[config.mk]
export PLATFORM = sky130hd
export DESIGN_NAME = large_mult_seq_stream
export DESIGN_NICKNAME = d
export VERILOG_FILES = /design/src/rtl/large_mult_seq_stream.sv
export SDC_FILE = /design/constraint.sdc
export NUM_CORES = 2
export LEC_CHECK = 0
export CAP_MARGIN = 10
export CORE_MARGIN = 2
export CORE_UTILIZATION = 25
export DETAILED_ROUTE_END_ITERATION = 12
export SETUP_SLACK_MARGIN = 0.3
export SLEW_MARGIN = 20
export SYNTH_ARGS = -nofsm -noshare
export SYNTH_HDL_FRONTEND = slang
export SYNTH_SLANG_ARGS = --single-unit
[constraint.sdc]
create_clock -name clk -period 7.2 [get_ports clk]
set_input_delay 0.72 -clock clk [delete_from_list [all_inputs] [get_ports clk]]
set_output_delay 0.72 -clock clk [all_outputs]
set_load 0.02 [all_outputs]
[src/rtl/large_mult_seq_stream.sv]
// Sequential digit-serial multiplier with valid/ready handshakes on both sides.
// Consumes DIGIT_WIDTH multiplier bits per cycle, optionally on two's-complement operands.
module large_mult_seq_stream #(
  parameter int IN0_WIDTH   = 64,
  parameter int IN1_WIDTH   = 64,
  parameter int DIGIT_WIDTH = 4
) (
  input  logic                           clk,
  input  logic                           rst,
  input  logic                           in_valid,
  output logic                           in_ready,
  input  logic [IN0_WIDTH-1:0]           in0,
  input  logic [IN1_WIDTH-1:0]           in1,
  input  logic                           signed_mode,
  output logic                           out_valid,
  input  logic                           out_ready,
  output logic [IN0_WIDTH+IN1_WIDTH-1:0] outp,
  output logic                           busy
);

  localparam int P  = IN0_WIDTH + IN1_WIDTH;
  localparam int N  = IN1_WIDTH / DIGIT_WIDTH;
  localparam int CW = $clog2(N + 1);
  localparam logic [CW-1:0] LAST_DIGIT = CW'(N - 1);

  if (IN1_WIDTH % DIGIT_WIDTH != 0) begin : g_param_check
    $error("large_mult_seq_stream: IN1_WIDTH must be a multiple of DIGIT_WIDTH");
  end

  typedef enum logic [1:0] {IDLE, BUSY, DONE} state_t;

  state_t                 state, state_next;
  logic [P-1:0]           mag0_sh;
  logic [IN1_WIDTH-1:0]   mag1;
  logic                   sign_r;
  logic [P-1:0]           acc;
  logic [CW-1:0]          cnt;

  logic                   neg0, neg1;
  logic [IN0_WIDTH-1:0]   abs0;
  logic [IN1_WIDTH-1:0]   abs1;
  logic [P-1:0]           partial;

  // Magnitudes are taken as unsigned, so the negated minimum value is exact.
  assign neg0    = signed_mode & in0[IN0_WIDTH-1];
  assign neg1    = signed_mode & in1[IN1_WIDTH-1];
  assign abs0    = neg0 ? -in0 : in0;
  assign abs1    = neg1 ? -in1 : in1;
  // The multiplicand is pre-shifted each cycle, which equals shifting by cnt*DIGIT_WIDTH.
  assign partial = mag0_sh * P'(mag1[DIGIT_WIDTH-1:0]);

  // NOTE: sequential state uses non-blocking assignments so every register
  // samples the pre-edge values, regardless of statement order.
  always_ff @(posedge clk) begin
    if (rst) state <= IDLE;
    else     state <= state_next;
  end

  // NOTE: every combinational output gets a default first, so no path can
  // leave a signal unassigned and infer a latch.
  always_comb begin
    state_next = state;
    unique case (state)
      IDLE: if (in_valid)             state_next = BUSY;
      BUSY: if (cnt == LAST_DIGIT)    state_next = DONE;
      DONE: if (out_ready)            state_next = IDLE;
      default:                        state_next = IDLE;
    endcase
  end

  // NOTE: datapath registers are cleared on reset as well, so an aborted
  // operation leaves no residue in the accumulator or latched operands.
  always_ff @(posedge clk) begin
    if (rst) begin
      mag0_sh <= '0;
      mag1    <= '0;
      sign_r  <= 1'b0;
      acc     <= '0;
      cnt     <= '0;
    end else begin
      unique case (state)
        IDLE: if (in_valid) begin
          mag0_sh <= P'(abs0);
          mag1    <= abs1;
          sign_r  <= neg0 ^ neg1;
          acc     <= '0;
          cnt     <= '0;
        end
        BUSY: begin
          acc     <= acc + partial;
          mag0_sh <= mag0_sh << DIGIT_WIDTH;
          mag1    <= mag1 >> DIGIT_WIDTH;
          cnt     <= cnt + CW'(1);
        end
        default: ;
      endcase
    end
  end

  assign in_ready  = (state == IDLE);
  assign out_valid = (state == DONE);
  assign busy      = (state != IDLE);
  assign outp      = (state == DONE) ? (sign_r ? -acc : acc) : '0;

endmodule

==> impl_metrics.py <==
metrics = {
    "grt": {
        "antenna_found_initial": 11,
        "grt_max_degree": 143,
        "gr-usage-all-layers_pct": 18.9,
        "overflow": 0,
        "grt_pass1_wl_um": 236000,
        "grt_pass1_vias": 36800,
    },
    "power_and_ir_drop": {
        "p_leak_nw": 19.0,
        "powerDensity_nw_per_um2": 126,
        "irDropWorstVdd_mv": 0.159,
    },
    "place": {
        "routabilityCongestion": 0.972,
        "numPortBuffers": 263,
        "dp_hpwl_um": 125000,
    },
    "logic_synthesis": {
        "synth_edf_count": 0,
        "synth-adder-area-share_pct": 23.3,
        "postSynthAreaPerCell_sq_um": 7.61,
        "synth_cell_types": 79,
        "synthXorXnorAreaFrac_pct": 7.50,
        "synth_top_family_by_area": "simple AND/OR/NAND/NOR gates",
        "synth_ff_type": "dfxtp_1",
        "synthArstFlopShare_pct": 0,
        "syn-cell-area_sq_um": 39400,
        "syn-num-nets": 5812,
        "yosys_warnings": 0,
        "syn-instance-count": 5169,
        "ys_seq_elements": 328,
        "synth_compound_area_share_pct": 18.8,
        "synth_top_area_share_pct": 19.0,
        "synthSimpleGateAreaFrac_pct": 24.5,
        "ys_seq_area_share_pct": 16.7,
        "synthTopCellsByArea": "fa_1 (19%), dfxtp_1 (17%), and2_1 (7.8%)",
        "yosysTopAreaCell": "fa_1",
        "synth_mux_area_share_pct": 0.130,
    },
    "timing": {
        "finalCriticalPeriod_ps": 6580,
        "finalMaxSlewViolations": 0,
        "skew_ps": 29.5,
        "hold_slack_ps": 462,
        "grt_setup_unrepaired": "false",
        "relSlewSlack_pct": 21.6,
        "fmax_mhz": 152,
        "max_slew.worst_pin.slew_ps": 1170,
        "setup_violations": 0,
        "timing.final.crit_share_pct": 91.4,
        "hold_viol": 0,
        "setup-tns-final_ps": 0,
    },
    "hold_path": {
        "hold_path.class": "reg2reg",
    },
    "setup_path": {
        "critPathKind": "reg2reg",
        "path_delay_family": "compound AO/OA/AOI/OAI gates",
        "r2r_start": "mag1[1]",
        "cp.required_ps": 7710,
        "startpoint": "mag1[1]",
        "reg2reg_slack_ps": 620,
        "end_kind": "register",
        "start_kind": "register",
        "crit_arrival_ps": 7090,
        "critPathMostFrequentCell": "fa_1",
        "critPathBufInv": 3,
        "worstSetupEndpoint": "acc[96]",
        "rr_worst_depth": 17,
        "slowest_stage": "dfxtp_4",
        "r2r_end": "acc[96]",
        "slowest_delay_ps": 720,
        "worst-path-stages": 17,
        "crit_chain": "and2_1 > fa_1 > fa_1 > inv_1 > fa_1 > inv_1 > ha_1 > nand2_1 > nor4b_1 > nand2_1 > a2111oi_0 > buf_4 > o2111a_1 > o211ai_1 > a21boi_2 > o21ai_0 > a32o_1",
        "crit_fanout": 65,
    },
    "clock_tree": {
        "cts.sinks": 328,
        "clk_pin_slew_ps": 60,
        "cts_hold_buf": 0,
        "cts_buffer_depth": 3,
        "cts_tree": "done",
        "cts_root_buf": "clkbuf_16",
        "insertion_delay_ps": 620,
        "cts_buffers": 42,
        "htree_levels": 2,
    },
    "routing": {
        "num_vias": 37700,
        "wirelength_um": 156000,
        "drc": 0,
        "viasPerCell": 5.13,
        "ant_nets": 0,
        "drt_iter0_markers": 3745,
        "drtPass1Iterations": 7,
        "routedWlPerCell_um": 21.2,
    },
    "die": {
        "io_pins": 264,
        "coreArea_sq_um": 156000,
        "die_y_um": 401,
        "die_area_sq_um": 161000,
        "die_x_um": 401,
        "initial_core_util_pct": 25.2,
        "row_count": 145,
    },
    "job": {
        "cap_violations": 0,
    },
    "run_status": {
        "status": "finished clean",
    },
    "layout": {
        "area_growth_pct": 16.0,
        "drive_above_1_share_pct": 3.63,
        "mostFrequentLayoutCells": "inv_1 (657), nor2_1 (539), and2_1 (489), nand2_1 (395), fa_1 (374)",
        "final_common_cell": "inv_1",
        "regArea_sq_um": 6590,
        "fill_cells": 16800,
        "nets": 5904,
        "multi_input_area_sq_um": 29300,
    },
}
[how the worst min path moves through the flow]
stage,start,endpoint,cells past startpoint
3_3_place_gp,acc[109],acc[109],2
4_1_cts,mag1[60],mag1[60],2
2_1_floorplan,acc[109],acc[109],2
5_1_grt,acc[68],acc[68],2
6_report,mag1[60],mag1[60],2
3_5_place_dp,mag1[60],mag1[60],2
[synthesized netlist by cell type (all sizes together) (113+ instances only)]
cell    number
fa         374
o21ai      254
and2       491
xnor2      237
inv        657
nor2       542
nand2      397
a222oi     114
ha         136
clkbuf     276
nand3      113
dfxtp      328
a21oi      304
[through the flow]
step                total power [mW]  cells  util (%)  area, sq um  worst slack, ps
CTS                             5.81   7353      29.2        45600              458
detailed placement              3.43   7275      28.3        44100              289
finish                          5.77   7356      29.2        45700              619
global placement                3.42   7274      28.2        44100             24.6
floorplan                       2.82   5169         -        39400             1540
global route                    5.99   7353      29.2        45600              310
[metal layers]
layer / up-vias / wire, um / global-route usage, %
met5: - / 52 / 0
li1: 17600 / - / -
met4: 8 / 5750 / 6.49
met1: 18600 / 71500 / 26.5
met2: 1314 / 68700 / 29.3
met3: 216 / 10000 / 2.77
[report_power, final]
group / internal [mW] / switching (mW) / total, mW
logic: 0.465 / 0.934 / 1.40
registers: 1.88 / 0.120 / 2.00
clock network: 1.35 / 1.01 / 2.37
[worst reg2reg max path, cell delays in order, from the launching register on]
cell and delay, ps:
dfxtp_4 720, and2_1 350, fa_1 440, fa_1 550
inv_1 50, fa_1 530, inv_1 50, ha_1 460
nand2_1 250, nor4b_1 620, nand2_1 130, a2111oi_0 500
buf_4 230, o2111a_1 270, o211ai_1 270, a21boi_2 590
o21ai_0 190, a32o_1 280
[final cells by class]
class / instances / share of cell area, %
well taps: 2058 / 5.64
inverters: 657 / 5.40
clock inverters: 28 / 0.836
multi-input cells: 3898 / 64.2
clock buffers: 50 / 2.46
flip-flops and latches: 328 / 14.4
diodes: 3 / 0.0164
repair buffers: 334 / 7.02
[sequential cells by signal, indices dropped and copies added, names as in the netlist]
name / cells
mag0_sh: 128
sign_r: 1
mag1: 64
state: 2
acc: 128
cnt: 5
[kinds of logic (layout without fill, tap and decap cells)]
group                      Yosys count  count (layout)
AOI/OAI and AO/OA                 1116            1116
xor gates and xnor gates           337             337
adders and majority gates          510             510
buffers and inverters              943            1069
DFF                                328             328
muxes                                5               5
other                                0               3
and+or+nand+nor                   1930            1930
[what timing repair did]
action | CTS | global route
endpoints found under the setup margin | 3 | 5
setup buffers | 0 | 0
hold endpoints to repair | 0 | 0
gates resized for setup | 1 | 1
Power figures use the tool's default switching activity.
